## src/rtl/mem_fill_if.sv

```systemverilog
// mem_fill write-port bundle: one multi-lane beat per wr_we/wr_rdy handshake.
// Ports: wr_we, wr_wa, wr_wd, wr_mask (fill -> memory); wr_rdy (memory -> fill).
interface mem_fill_if #(
   parameter int DATA_SIZE = 16,
   parameter int MEM_SIZE  = 16,
   parameter int LANES     = 4
);
   logic                       wr_we;
   logic [MEM_SIZE-1:0]        wr_wa;
   logic [LANES*DATA_SIZE-1:0] wr_wd;
   logic [LANES-1:0]           wr_mask;
   logic                       wr_rdy;

   modport master (
      output wr_we, wr_wa, wr_wd, wr_mask,
      input  wr_rdy
   );

   modport slave (
      input  wr_we, wr_wa, wr_wd, wr_mask,
      output wr_rdy
   );
endinterface

```

## src/rtl/mem_fill.sv

```systemverilog
// Memory fill engine: writes len words from base, LANES words per beat.
// Ports: clk, rst, en, abort, base, len, mode, fill_val, wr (master), done, done_p, aborted.
module mem_fill #(
   parameter int DATA_SIZE = 16,
   parameter int MEM_SIZE  = 16,
   parameter int LANES     = 4
) (
   input  logic                 clk,
   input  logic                 rst,
   input  logic                 en,
   input  logic                 abort,
   input  logic [MEM_SIZE-1:0]  base,
   input  logic [MEM_SIZE:0]    len,
   input  logic [1:0]           mode,
   input  logic [DATA_SIZE-1:0] fill_val,
   mem_fill_if.master           wr,
   output logic                 done,
   output logic                 done_p,
   output logic                 aborted
);

   typedef enum logic {S_IDLE, S_FILL} t_state;

   localparam int DW = LANES * DATA_SIZE;

   t_state               r_state, w_state;
   logic [MEM_SIZE:0]    r_rem, w_rem;
   logic [DATA_SIZE-1:0] r_acc, w_acc;
   logic [1:0]           r_mode, w_mode;
   logic [DATA_SIZE-1:0] r_val, w_val;
   logic                 r_we, w_we;
   logic [MEM_SIZE-1:0]  r_wa, w_wa;
   logic [DW-1:0]        r_wd, w_wd;
   logic [LANES-1:0]     r_mask, w_mask;
   logic                 r_done, w_done;
   logic                 r_done_p, w_done_p;
   logic                 r_aborted, w_aborted;

   logic                 w_take;
   logic                 w_last;
   logic [MEM_SIZE:0]    w_rem_nx;
   logic [DATA_SIZE-1:0] w_acc_nx;
   logic [LANES-1:0]     w_mask_nx;

   // Lane k is live while more than k words remain.
   function automatic logic [LANES-1:0] f_mask(
      input logic [MEM_SIZE:0] rem
   );
      logic [LANES-1:0] m;
      m = '0;
      for (int k = 0; k < LANES; k++)
         m[k] = (rem > (MEM_SIZE+1)'(k));
      return m;
   endfunction

   // acc is the count of words already accepted (mod 2^DATA_SIZE).
   function automatic logic [DW-1:0] f_data(
      input logic [1:0]           md,
      input logic [DATA_SIZE-1:0] val,
      input logic [DATA_SIZE-1:0] acc,
      input logic [LANES-1:0]     m
   );
      logic [DW-1:0] d;
      d = '0;
      for (int k = 0; k < LANES; k++) begin
         if (m[k]) begin
            case (md)
               2'd1:    d[k*DATA_SIZE +: DATA_SIZE] = val;
               2'd2:    d[k*DATA_SIZE +: DATA_SIZE] =
                           val + acc + DATA_SIZE'(k);
               default: d[k*DATA_SIZE +: DATA_SIZE] = '0;
            endcase
         end
      end
      return d;
   endfunction

   assign w_take    = r_we & wr.wr_rdy;
   assign w_last    = (r_rem <= (MEM_SIZE+1)'(LANES));
   assign w_rem_nx  = r_rem - (MEM_SIZE+1)'(LANES);
   assign w_acc_nx  = r_acc + DATA_SIZE'(LANES);
   assign w_mask_nx = f_mask(w_rem_nx);

   always_comb begin
      w_state   = r_state;
      w_rem     = r_rem;
      w_acc     = r_acc;
      w_mode    = r_mode;
      w_val     = r_val;
      w_we      = r_we;
      w_wa      = r_wa;
      w_wd      = r_wd;
      w_mask    = r_mask;
      w_done    = r_done;
      w_done_p  = 1'b0;
      w_aborted = r_aborted;
      case (r_state)
         S_IDLE: begin
            if (en) begin
               w_aborted = 1'b0;
               if (len != '0) begin
                  w_state = S_FILL;
                  w_rem   = len;
                  w_acc   = '0;
                  w_mode  = mode;
                  w_val   = fill_val;
                  w_we    = 1'b1;
                  w_wa    = base;
                  w_mask  = f_mask(len);
                  w_wd    = f_data(mode, fill_val,
                                   '0, f_mask(len));
                  w_done  = 1'b0;
               end else begin
                  w_done_p = 1'b1;
               end
            end
         end
         S_FILL: begin
            // Completion takes priority over a coincident abort.
            if (w_take && w_last) begin
               w_state  = S_IDLE;
               w_rem    = '0;
               w_we     = 1'b0;
               w_wa     = '0;
               w_wd     = '0;
               w_mask   = '0;
               w_done   = 1'b1;
               w_done_p = 1'b1;
            end else if (abort) begin
               w_state   = S_IDLE;
               w_rem     = '0;
               w_we      = 1'b0;
               w_wa      = '0;
               w_wd      = '0;
               w_mask    = '0;
               w_done    = 1'b1;
               w_aborted = 1'b1;
            end else if (w_take) begin
               w_rem  = w_rem_nx;
               w_acc  = w_acc_nx;
               w_wa   = r_wa + MEM_SIZE'(LANES);
               w_mask = w_mask_nx;
               w_wd   = f_data(r_mode, r_val,
                               w_acc_nx, w_mask_nx);
            end
         end
         default: w_state = S_IDLE;
      endcase
   end

   always_ff @(posedge clk or posedge rst) begin
      if (rst) begin
         r_state   <= S_IDLE;
         r_rem     <= '0;
         r_acc     <= '0;
         r_mode    <= '0;
         r_val     <= '0;
         r_we      <= 1'b0;
         r_wa      <= '0;
         r_wd      <= '0;
         r_mask    <= '0;
         r_done    <= 1'b1;
         r_done_p  <= 1'b0;
         r_aborted <= 1'b0;
      end else begin
         r_state   <= w_state;
         r_rem     <= w_rem;
         r_acc     <= w_acc;
         r_mode    <= w_mode;
         r_val     <= w_val;
         r_we      <= w_we;
         r_wa      <= w_wa;
         r_wd      <= w_wd;
         r_mask    <= w_mask;
         r_done    <= w_done;
         r_done_p  <= w_done_p;
         r_aborted <= w_aborted;
      end
   end

   assign wr.wr_we   = r_we;
   assign wr.wr_wa   = r_wa;
   assign wr.wr_wd   = r_wd;
   assign wr.wr_mask = r_mask;
   assign done       = r_done;
   assign done_p     = r_done_p;
   assign aborted    = r_aborted;

endmodule

```

## src/flat_wrapper.sv

```systemverilog
// flat-port wrapper written by rule: the top's interface ports become plain ports
module mem_fill_flat 
#(
   parameter int DATA_SIZE = 16,
   parameter int MEM_SIZE  = 16,
   parameter int LANES     = 4
)
  (clk, rst, en, abort, base, len, mode, fill_val, done, done_p, aborted, wr_wr_we, wr_wr_wa, wr_wr_wd, wr_wr_mask, wr_wr_rdy);
  mem_fill_if #(.DATA_SIZE(DATA_SIZE), .MEM_SIZE(MEM_SIZE), .LANES(LANES)) wr_i ();
  input  logic clk;
  input  logic rst;
  input  logic en;
  input  logic abort;
  input  logic [MEM_SIZE-1:0] base;
  input  logic [MEM_SIZE:0] len;
  input  logic [1:0] mode;
  input  logic [DATA_SIZE-1:0] fill_val;
  output logic done;
  output logic done_p;
  output logic aborted;
  output wire logic [$bits(wr_i.wr_we)-1:0] wr_wr_we;
  output wire logic [$bits(wr_i.wr_wa)-1:0] wr_wr_wa;
  output wire logic [$bits(wr_i.wr_wd)-1:0] wr_wr_wd;
  output wire logic [$bits(wr_i.wr_mask)-1:0] wr_wr_mask;
  input wire logic [$bits(wr_i.wr_rdy)-1:0] wr_wr_rdy;
  assign wr_wr_we = wr_i.wr_we;
  assign wr_wr_wa = wr_i.wr_wa;
  assign wr_wr_wd = wr_i.wr_wd;
  assign wr_wr_mask = wr_i.wr_mask;
  assign wr_i.wr_rdy = wr_wr_rdy;
  mem_fill #(.DATA_SIZE(DATA_SIZE), .MEM_SIZE(MEM_SIZE), .LANES(LANES)) u_core (.clk(clk), .rst(rst), .en(en), .abort(abort), .base(base), .len(len), .mode(mode), .fill_val(fill_val), .wr(wr_i), .done(done), .done_p(done_p), .aborted(aborted));
endmodule
```

## config.mk

```make
export PLATFORM = sky130hd
export DESIGN_NAME = mem_fill_flat
export DESIGN_NICKNAME = d
export VERILOG_FILES = /design/src/rtl/mem_fill_if.sv /design/src/rtl/mem_fill.sv /design/src/flat_wrapper.sv
export SDC_FILE = /design/constraint.sdc
export NUM_CORES = 1
export LEC_CHECK = 0
export CORE_MARGIN = 4
export CORE_UTILIZATION = 52
export CTS_CLUSTER_SIZE = 28
export DETAILED_ROUTE_END_ITERATION = 8
export PLACE_DENSITY = 0.82
export SYNTH_ARGS = -nofsm -noshare
export SYNTH_HDL_FRONTEND = slang
export SYNTH_SLANG_ARGS = --single-unit
```

## constraint.sdc

```tcl
create_clock -name clk -period 5.82 [get_ports clk]
set_clock_uncertainty 0.15 [all_clocks]
set_input_delay 1.164 -clock clk [delete_from_list [all_inputs] [get_ports clk]]
set_output_delay 1.164 -clock clk [all_outputs]
set_load 0.03 [all_outputs]
```

# == Yosys cells after proc, flatten, opt, wreduce, memory -nomap -nowiden ==
# Index checks and enable logic that the tools add are counted.
# totals
register_bits,140
output_inout_bits,88
elab_cells,121
# classes
addsub,10
order_cmp,9
eq_ne,12
muxes,68
n_bitwise,2
n_reduce_logical,8
# op_table
cell,count
$mux 64,5
$mux 16,19
$pmux 16 s2,9
$pmux 64 s2,1
$mux 17,5
$gt 17x1->1 const B,4
$gt 17x2->1 const B,4
$add 16x2->16 const B,4
$pmux 17 s2,1
$add 16x1->16 const B,2
$add 16x3->16 const B,2
$mux 4,5
$le 17x3->1 const B,1
$mux 1,17
$reduce_bool 17->1,1
$sub 17x3->17 const B,1
$add 16x16->16,1
$reduce_and 3->1,4
$ne 2x2->1 const B,5
$pmux 1 s2,5
$pmux 4 s2,1
$reduce_and 5->1,1
$eq 2x1->1 const B,2
$eq 2x2->1 const B,2
other kinds (7),7

# == Logic depth before layout (Yosys ltp) ==
# Gate-level depths: netlist (run 1).
# depth
word_depth,9
ltp_mapped,14

# == Worst setup path before layout (run 1) ==
# OpenSTA, ideal clock, no wires.
# synth_path
kind,reg2reg
from,reg u_core.r_acc[2]
to,reg u_core.r_wd[63] (netlist: u_core.wr.wr_wd[63])
setup_ps,122
t_arrival_ps,3469
required_ps,5548
setup_slack_ps,2078
path_stages_with_launch,15
n_path_buf,1
synth_period_minus_slack_ps,3742
cell_sequence,dfrtp_1 > ha_1 > and3_1 > nor3b_1 > xor2_1 > ha_1 > clkbuf_1 > o21a_1 > a21oi_1 > nor2b_1 > nor4_4 > o2111ai_1 > or4_1 > a31oi_1 > nor3_1
# synth_via
elab_chain_cells,9
# synth_lines
element,line,text
from (decl),mem_fill.sv:28,"logic [DATA_SIZE-1:0] r_acc, w_acc;"
from (signal assigned),mem_fill.sv:168,r_acc <= w_acc;
$add 16x3->16,mem_fill.sv:81,assign w_acc_nx = r_acc + DATA_SIZE'(LANES);
$add 16x16->16,mem_fill.sv:70,val + acc + DATA_SIZE'(k);
$add 16x2->16,mem_fill.sv:70,
$pmux 16 s2,mem_fill.sv:67,case (md)
$mux 16,mem_fill.sv:66,if (m[k]) begin
$mux 64,mem_fill.sv:138,end else if (w_take) begin
$mux 64,mem_fill.sv:129,end else if (abort) begin
$mux 64,mem_fill.sv:120,if (w_take && w_last) begin
$pmux 64 s2,mem_fill.sv:97,case (r_state)
to (signal assigned),mem_fill.sv:173,r_wd <= w_wd;
to (decl),mem_fill.sv:33,"logic [DW-1:0] r_wd, w_wd;"
# Every way passes these cells. The select of a mux whose other input is x is not followed.
# A chain may end at the register's enable or synchronous reset.

# == Worst setup path in the final report (run 1) ==
# layout_path
from,reg u_core.r_acc[2]
to,reg u_core.r_wd[41] (netlist: u_core.wr.wr_wd[41])
# Same word-level chain as after synthesis.

==> results of run 1 <==
==> through the flow <==
step / cell area, um^2 / setup WS (ns) / util, % / std cells
3_3_place_gp: 11850 / 1.310 / 60.89 / 1631
4_1_cts: 12610 / 1.611 / 64.78 / 1661
2_1_floorplan: 10290 / 0.8115 / - / 1301
5_1_grt: 12610 / 1.178 / 64.78 / 1661
3_5_place_dp: 11850 / 1.256 / 60.89 / 1631
6_report: 12610 / 1.410 / 64.80 / 1662
==> cell usage after synthesis (all sizes together) (9+ instances only) <==
| master | n |
|---|---|
| a22o | 13 |
| buf | 15 |
| and2 | 18 |
| o21a | 14 |
| nor4 | 17 |
| xor2 | 21 |
| a21oi | 103 |
| or3 | 9 |
| a22oi | 10 |
| xnor2 | 36 |
| a221oi | 13 |
| a211oi | 14 |
| nor2 | 100 |
| o21ai | 148 |
| dfrtp | 137 |
| or2 | 13 |
| and3 | 14 |
| clkbuf | 77 |
| nand2b | 14 |
| nand3 | 36 |
| nand4 | 20 |
| mux2 | 16 |
| inv | 41 |
| nand2 | 149 |
| a2bb2oi | 13 |
| a21o | 13 |
| ha | 32 |
| a31oi | 18 |
| nor3 | 51 |
| o31ai | 12 |
==> sequential cells by signal, summed over array words and instances, names as in the netlist <==
name,count
u_core.done,1
u_core.r_rem,17
u_core.wr.wr_wa,16
u_core.done_p,1
u_core.r_mode,2
u_core.wr.wr_mask,4
u_core.wr.wr_wd,64
u_core.r_acc,14
u_core.r_val,16
u_core.r_state,1
u_core.wr.wr_we,1
u_core.aborted,1
==> routing by layer <==
metal / wire length, um / share of wire (%)
met1: 14660 / 40
met2: 15720 / 43
met3: 4823 / 13
met4: 1203 / 3.3
met5: 0 / 0
==> power groups by stage <==
| stage | registers, W | logic [W] | clock network, W |
|---|---|---|---|
| global placement | 0.00138 | 0.00230 | 0 |
| global route | 0.00141 | 0.00257 | 0.00147 |
| floorplan | 0.00158 | 0.00135 | 0 |
| CTS | 0.00137 | 0.00235 | 0.00143 |
| finish | 0.00138 | 0.00242 | 0.00142 |
| detailed placement | 0.00139 | 0.00233 | 0 |
==> worst min-delay path, stage by stage, from the launching register on <==
cell	delay [ns]
dfrtp_1	0.34
nand2_1	0.05
o21ai_0	0.06
==> cells by family (layout without fill, tap and decap cells) <==
logic type | count (synthesis) | count (layout) | share of synthesized area (%)
multiplexers | 19 | 19 | 2.044
buffers and inverters | 135 | 230 | 5.024
flip-flops | 138 | 138 | 33.58
XOR/XNOR | 57 | 57 | 4.926
AND/OR/NAND/NOR | 465 | 465 | 22.10
adder cells (fa/ha/maj) | 32 | 32 | 3.892
other | 1 | 2 | 0.03646
AO/OA/AOI/OAI | 454 | 454 | 28.39
==> cell type report <==
type / count / area share (%)
multi-input cells: 1028 / 50.35
flip-flops and latches: 138 / 27.39
repair buffers: 157 / 12.28
clock buffers: 18 / 3.482
well taps: 265 / 2.629
clock inverters: 12 / 2.520
inverters: 43 / 1.320
diodes: 1 / 0.01984
==> how the worst max path moves through the flow <==
stage	start	to	slack [ns]	cells past startpoint
3_3_place_gp	fill_val[2]	u_core.wr.wr_wd[63]	1.31	9
2_1_floorplan	rst	u_core.aborted	0.81	1
5_1_grt	u_core.r_acc[2]	u_core.wr.wr_wd[41]	1.18	12
3_5_place_dp	fill_val[2]	u_core.wr.wr_wd[63]	1.26	9
4_1_cts	u_core.r_acc[2]	u_core.wr.wr_wd[63]	1.61	13
6_report	u_core.r_acc[2]	u_core.wr.wr_wd[41]	1.41	12
==> reports/results.ini, run 1 <==
[timing]
hold-worst-slack_ns=0.3272
grt_setup_unrepaired=false
slew_violations=0
fin_crit_ns=4.410
slew_headroom_pct=15.31
fmax_mhz=226.7
setup_violations=0
fin_crit_sh_pct=75.78
fin_setup_tns_ns=0
hold_violations=0
worst_pin_slew_ns=1.263

[flow_run]
drv_cap=0

[route]
drc_errors=0
via_per_inst=6.530
drt-initial-drc-count=1705
routed_wl_um=36400
wl_per_cell_um=21.90
dr_total_vias=10850
antenna_left=0
first_pass_iters=6

[clock_tree]
clock_path_buffers=2
post_cts_buffers=0
cts_tree=built
root_buffer=clkbuf_16
clk_pin_slew_ns=0.06
ctsResizeCount=0
holdBufCountCts=0
h-tree-depth=4
clk_latency_ns=0.43
cts_buffers=17
cts.sinks=138

[pwr]
swShare_pct=41.95
power.total_w=0.005219
p_clk_share_pct=27.2
p_leak_nw=5.074
pwr-share-comb_pct=46.3
p_sw_w=0.002189
p_seq_share_pct=26.5
peakVddDrop_mv=0.2695
powerDensity_nw_per_um2=413.9
internal_power_w=0.003030

[logic_synthesis]
synth_warnings=0
synth_fp_nets=1389
synth-seq-cells=138
async_flop_share_pct=100.0
yosysTopAreaCell=dfrtp_1
synthTopCellsByArea=dfrtp_1 33%, o21ai_0 7.1%, nand2_1 5.4%
synth.distinct_cells=77
syn-mean-instance-area_um2=7.906
netlist.area_leader.share_pct=33.33
synth_area_um2=10290
postSynthCellCount=1301
synth_edf_count=0
ys.flop_type=dfrtp_1
yosysSeqAreaShare_pct=33.58

[floorplanning]
initial_core_util_pct=52.85
design.core.area_um2=19460
dieArea_um2=22100
die_x_um=148.6
io_pins=144
die_y_um=148.6
rows=51

[finish]
layout_common_cells=149 x nand2_1, 146 x o21ai_0, 143 x clkdlybuf4s50_1, 137 x dfrtp_1, 103 x a21oi_1
fill_cells=1652
regArea_um2=3455
layout_commonest_cell=nand2_1
nets=1473
drive_gt1_share_pct=6.662
multi_input_area_um2=6350
syn2layout_area_growth_pct=22.60

[global_route]
met2_usage_pct=48.33
grt_pass1_vias=10060
antenna_found_initial=0
grt_first_pass_wirelength_um=56610
grt_max_degree=78
grt_most_used_layer=met2
grtUsageMet3_pct=10.91
grt_overflow=0
grt_usage_pct=32.39
met1_usage_pct=44.47

[hold_path]
worst_hold_path_type=reg -> reg
holdPathEnd=u_core.wr.wr_wd[1]
hold_path_depth=2
hp-start=u_core.wr.wr_wd[1]

[run_status]
status=finished clean

[worst_setup_path]
worst-r2r-cell-count=12
max_stage_delay_ns=0.90
r2r_end=u_core.wr.wr_wd[41]
arrival_ns=4.61
worstPathMaxFanout=11
crit_required_ns=6.02
crit_path_top_delay_cell=xor2_1
crit_chain=ha_1, and3_1, xnor2_1, ha_1, and3_1, a211oi_2, xor2_1, a2111oi_2, xnor2_1, o21ai_0, a221oi_1, nor2_1
r2r_setup_slack_ns=1.41
crit_path_start_kind=flop
reg2reg_from=u_core.r_acc[2]
worstSetupPathType=reg -> reg
critPathTopFamily=compound AO/OA/AOI/OAI gates
critPathBufInv=0
cp-end-kind=flop

[placed_design]
dp_hpwl_um=26110
portBuffers=143
gp_congestion=0.9642

No activity file was read; power rests on OpenSTA's default activity.
==> inputs of run 2 (changes only) <==
Clock period 5.82 ns to 4.4 ns, I/O delays scaled along.
==> run 2 against run 1 <==
Global-route usage about the same. Count of clock-buffer cells in the layout is 3 higher. Combinational power up 36%. Critical endpoint is now u_core.wr.wr_wd[25]. Sequential cell count is the same. Worst hold slack gained 0.0023 ns. Non-clock buffer count rose by 29. Design area rose by 0.55%. Final cell count up 1.8%. Setup slack got worse by 1.1 ns. Clock power is 6% higher. First-iteration DRC count shrank 11%. Die area unchanged.
==> reports/results.ini, run 2 (synthesis results as in run 1) <==
[placed_design]
portBuffers=143
dp_hpwl_um=26560
gp_congestion=0.9824

[worst_setup_path]
worst-r2r-cell-count=12
worstSetupPathType=reg -> reg
crit_required_ns=4.52
r2r_setup_slack_ns=0.30
arrival_ns=4.22
worstSetupStartpoint=u_core.r_acc[2]
crit_path_start_kind=flop
reg2reg_from=u_core.r_acc[2]
r2r_end=u_core.wr.wr_wd[25]
cp-end-kind=flop
worstPathMaxFanout=11

[pwr]
p_leak_nw=5.140
peakVddDrop_mv=0.4520
powerDensity_nw_per_um2=522.3

[timing]
slew_headroom_pct=18.53
hold_violations=0
setup_violations=0
fin_crit_ns=4.098
worst_pin_slew_ns=1.215
fin_crit_sh_pct=93.14
fmax_mhz=244.0
fin_setup_tns_ns=0
grt_setup_unrepaired=false
slew_violations=0

[clock_tree]
clk_pin_slew_ns=0.07
clock_path_buffers=2
cts_tree=built
cts.sinks=138
cts_buffers=17
clk_latency_ns=0.44
root_buffer=clkbuf_16
h-tree-depth=4

[route]
via_per_inst=6.575
wl_per_cell_um=21.33
drt-initial-drc-count=1524
drc_errors=0
first_pass_iters=8
dr_total_vias=11130
antenna_left=0
routed_wl_um=36080

[global_route]
grt_overflow=0
grt_pass1_vias=10380
grt_max_degree=86
grt_first_pass_wirelength_um=56500
grt_usage_pct=32.37
antenna_found_initial=1

[finish]
drive_gt1_share_pct=8.619
layout_commonest_cell=nand2_1
fill_cells=1661
syn2layout_area_growth_pct=23.27
antenna_cells=0
nets=1502
layout_common_cells=149 x nand2_1, 146 x o21ai_0, 143 x clkdlybuf4s50_1, 137 x dfrtp_1, 103 x a21oi_1
finalCoreUtilization_pct=65.15
largest_reg_flops=64

[hold_path]
hold_path_depth=2
holdPathEnd=u_core.wr.wr_wd[32]
worst_hold_path_type=reg -> reg
hp-start=u_core.wr.wr_wd[32]

[floorplanning]
dieArea_um2=22100
die_x_um=148.6
initial_core_util_pct=52.85
rows=51
design.core.area_um2=19460
die_y_um=148.6
io_pins=144

[flow_run]
drv_cap=0

[run_status]
status=finished clean

run 2: cell types whose count changed in the layout (fill, tap and decap cells not counted), sizes merged:
cell / delta
diode: -1
clkinv: +3
clkinvlp: +3
bufinv: -7
clkbuf: +3
buf: +29
run 2: critical path: stages (launching register included):
cell and delay [ns]:
dfrtp_1 0.43, ha_1 0.24, and3_1 0.22, xnor2_1 0.20
ha_1 0.35, and3_1 0.23, a211oi_2 0.30, xor2_1 0.87
a2111oi_2 0.11, nand3_1 0.14, a21oi_1 0.08, o21ai_0 0.45
a31oi_1 0.16
run 2: area by class of cell:
class | count | area [um^2] | share of cell area (%)
Tap cell | 265 | 331.6 | 2.615
Clock inverter | 11 | 146.4 | 1.155
Timing Repair Buffer | 186 | 1767 | 13.93
Multi-Input combinational cell | 1028 | 6355 | 50.12
Clock buffer | 21 | 460.4 | 3.631
Inverter | 43 | 165.2 | 1.303
Sequential cell | 138 | 3455 | 27.24
run 2: worst max path at each step:
stage,endpoint
floorplan,u_core.wr.wr_wd[63]
global placement,u_core.wr.wr_wd[63]
detailed placement,u_core.wr.wr_wd[63]
CTS,u_core.wr.wr_wd[63]
global route,u_core.wr.wr_wd[25]
finish,u_core.wr.wr_wd[25]
run 2: routing by layer:
layer / track usage (%) / wire [um] / up-vias
met5: 0 / 11 / -
met3: 7.648 / 4351 / 136
li1: - / - / 4999
met4: 12.84 / 1334 / 2
met1: 45.04 / 14580 / 5256
met2: 48.92 / 15810 / 732
run 2: timing repair:
| action | 4_1_cts | 5_1_grt |
|---|---|---|
| endpoints found under the hold margin | 0 | 0 |
| buffers inserted | 0 | 2 |
| endpoints found under the setup margin | 0 | 4 |
| hold buffers | 0 | 0 |
| gates resized for setup | 0 | 1 |
run 2: stage by stage:
step	instance area (um^2)	worst slack (ns)	hold WS [ns]	power, W	instances
2_1_floorplan	10290	0.6583	0.3146	0.003877	1301
3_3_place_gp	12050	0.4837	0.3113	0.004962	1658
3_5_place_dp	12050	0.2558	0.3194	0.005016	1658
4_1_cts	12660	0.2127	0.3332	0.006530	1690
5_1_grt	12680	0.04996	0.3540	0.006933	1692
6_report	12680	0.3017	0.3295	0.006623	1692
run 2: power by group:
| part | internal, W | total [W] | switching, W |
|---|---|---|---|
| Combinational | 0.00125 | 0.00330 | 0.00204 |
| Sequential | 0.00154 | 0.00183 | 0.000291 |
| Clock | 0.000921 | 0.00150 | 0.000576 |
| Total | 0.00371 | 0.00662 | 0.00291 |
==> inputs of run 3 (changes only) <==
Settings changed: DONT_BUFFER_PORTS set to 1, PLACE_DENSITY 0.82 to 0.73.
==> run 3 against run 2 <==
Global-route usage decreased by 2.1 points. Total power is 6.1% lower. Largest cell class unchanged. Fmax rose by 1.8%. Die area stayed put. Sequential cell count unchanged. Wire length shrank 5.7%. First-iteration DRC count decreased by 21%. Non-clock buffer count down 155. Critical path type unchanged. Utilization down 7.6 points.
==> reports/results.ini, run 3 (synthesis results as in run 1) <==
[clock_tree]
cts_tree=built
root_buffer=clkbuf_16
clk_latency_ns=0.43
h-tree-depth=4
clock_path_buffers=2
cts_buffers=17
cts.sinks=138
clk_pin_slew_ns=0.06
holdBufCountCts=0

[route]
first_pass_iters=6
antenna_left=0
via_per_inst=6.576
routed_wl_um=34020
dr_total_vias=10110
drt-initial-drc-count=1203
wl_per_cell_um=22.13
drc_errors=0

[placed_design]
post-place-ws_ns=0.2667
gp_congestion=0.9869
portBuffers=0
dp_hpwl_um=24870
placed_area_um2=10540

[floorplanning]
dieArea_um2=22100
die_x_um=148.6
initial_core_util_pct=52.85
rows=51
design.core.area_um2=19460
die_y_um=148.6
io_pins=144

[pwr]
p_sw_w=0.002760
powerDensity_nw_per_um2=554.6
pwr-share-comb_pct=38.6
swShare_pct=44.39
power.total_w=0.006216
internal_power_w=0.003457
p_seq_share_pct=35.4
p_leak_nw=4.562
p_clk_share_pct=26.0
peakVddDrop_mv=0.2860

[finish]
multi_input_area_um2=6355
layout_common_cells=149 x nand2_1, 146 x o21ai_0, 137 x dfrtp_1, 103 x a21oi_1, 100 x nor2_1
regArea_um2=3455
nets=1347
fill_cells=1747
syn2layout_area_growth_pct=8.964
drive_gt1_share_pct=8.805
antenna_cells=0
final_cell_area_um2=11210
largest_reg_flops=64
layout_commonest_cell=nand2_1

[worst_setup_path]
cp-end-kind=flop
crit_required_ns=4.56
worst-r2r-cell-count=13
r2r_setup_slack_ns=0.37
critPathTopFamily=simple AND/OR/NAND/NOR gates
r2r_end=u_core.wr.wr_wd[63]
arrival_ns=4.19
crit_path_top_delay_cell=or4_1
crit_path_start_kind=flop
crit_chain=nand4_1, or2_2, nor2_1, xor2_1, ha_1, a211o_1, a21oi_1, nor2b_1, nor4_4, o2111ai_1, or4_1, a31oi_1, nor3_1
critPathBufInv=0
worstPathMaxFanout=9
reg2reg_from=u_core.r_acc[2]
worstSetupPathType=reg -> reg
max_stage_delay_ns=0.49

[timing]
hold-worst-slack_ns=0.2970
slew_violations=0
slew_headroom_pct=33.91
setup_violations=0
grt_setup_unrepaired=false
fmax_mhz=248.3
worst_pin_slew_ns=0.9913
fin_crit_sh_pct=91.53
fin_setup_tns_ns=0
hold_violations=0
fin_ws_ns=0.3729
fin_crit_ns=4.027

[global_route]
grt_pass1_vias=9361
grt_overflow=0
grt_usage_pct=30.30
antenna_found_initial=1
grt_first_pass_wirelength_um=52920
grt_max_degree=72

[run_status]
status=finished clean

[flow_run]
drv_cap=0

[hold_path]
worst_hold_path_type=in -> async

run 3: changes by cell type in the layout (fill, tap and decap cells not counted):
| cell | previous run | this run |
|---|---|---|
| buf_4 | 42 | 30 |
| bufinv_16 | 3 | 5 |
| clkbuf_1 | 2 | 1 |
| clkbuf_8 | 2 | 1 |
| clkdlybuf4s50_1 | 143 | 0 |
| clkinv_2 | 3 | 1 |
| clkinv_4 | 2 | 3 |
| inv_6 | 1 | 2 |
run 3: how the worst max path moves through the flow:
stage / startpoint / end / slack (ns) / depth (start not counted)
global route: u_core.r_acc[2] / u_core.wr.wr_wd[23] / 0.07 / 13
global placement: u_core.r_acc[2] / u_core.wr.wr_wd[63] / 0.41 / 13
finish: u_core.r_acc[2] / u_core.wr.wr_wd[63] / 0.37 / 13
CTS: u_core.r_acc[2] / u_core.wr.wr_wd[63] / 0.23 / 13
floorplan: u_core.r_acc[2] / u_core.wr.wr_wd[63] / 0.66 / 14
detailed placement: u_core.r_acc[2] / u_core.wr.wr_wd[63] / 0.27 / 13
run 3: final cells by class:
cell class / count / area share (%)
inverter: 43 / 1.474
tap: 265 / 2.958
sequential: 138 / 30.82
timing repair buffer: 31 / 2.188
multi-input combinational: 1028 / 56.70
clock buffer: 19 / 3.952
clock inverter: 13 / 1.909
run 3: power by group through the flow:
stage               clock network [W]  registers [W]  logic (W)
floorplan                           0        0.00209    0.00178
global placement                    0        0.00220    0.00230
detailed placement                  0        0.00222    0.00232
CTS                           0.00163        0.00219    0.00234
global route                  0.00169        0.00223    0.00262
finish                        0.00162        0.00220    0.00240
run 3: through the flow:
| stage | instances | utilization (%) |
|---|---|---|
| 2_1_floorplan | 1301 | - |
| 3_5_place_dp | 1504 | 54.15 |
| 5_1_grt | 1537 | 57.59 |
| 3_3_place_gp | 1504 | 54.15 |
| 6_report | 1537 | 57.59 |
| 4_1_cts | 1536 | 57.52 |
run 3: layer usage:
| metal | vias to the layer above | GRT usage (%) | wire (um) |
|---|---|---|---|
| li1 | 4679 | - | - |
| met1 | 4732 | 43.16 | 14210 |
| met2 | 582 | 44.19 | 14420 |
| met3 | 113 | 7.465 | 3930 |
| met4 | 2 | 12.38 | 1441 |
| met5 | - | 0 | 13 |
run 3: timing repair:
action                     in CTS  in global routing
setup endpoints to repair       0                  5
resized for setup               0                  1
setup buffers                   0                  1
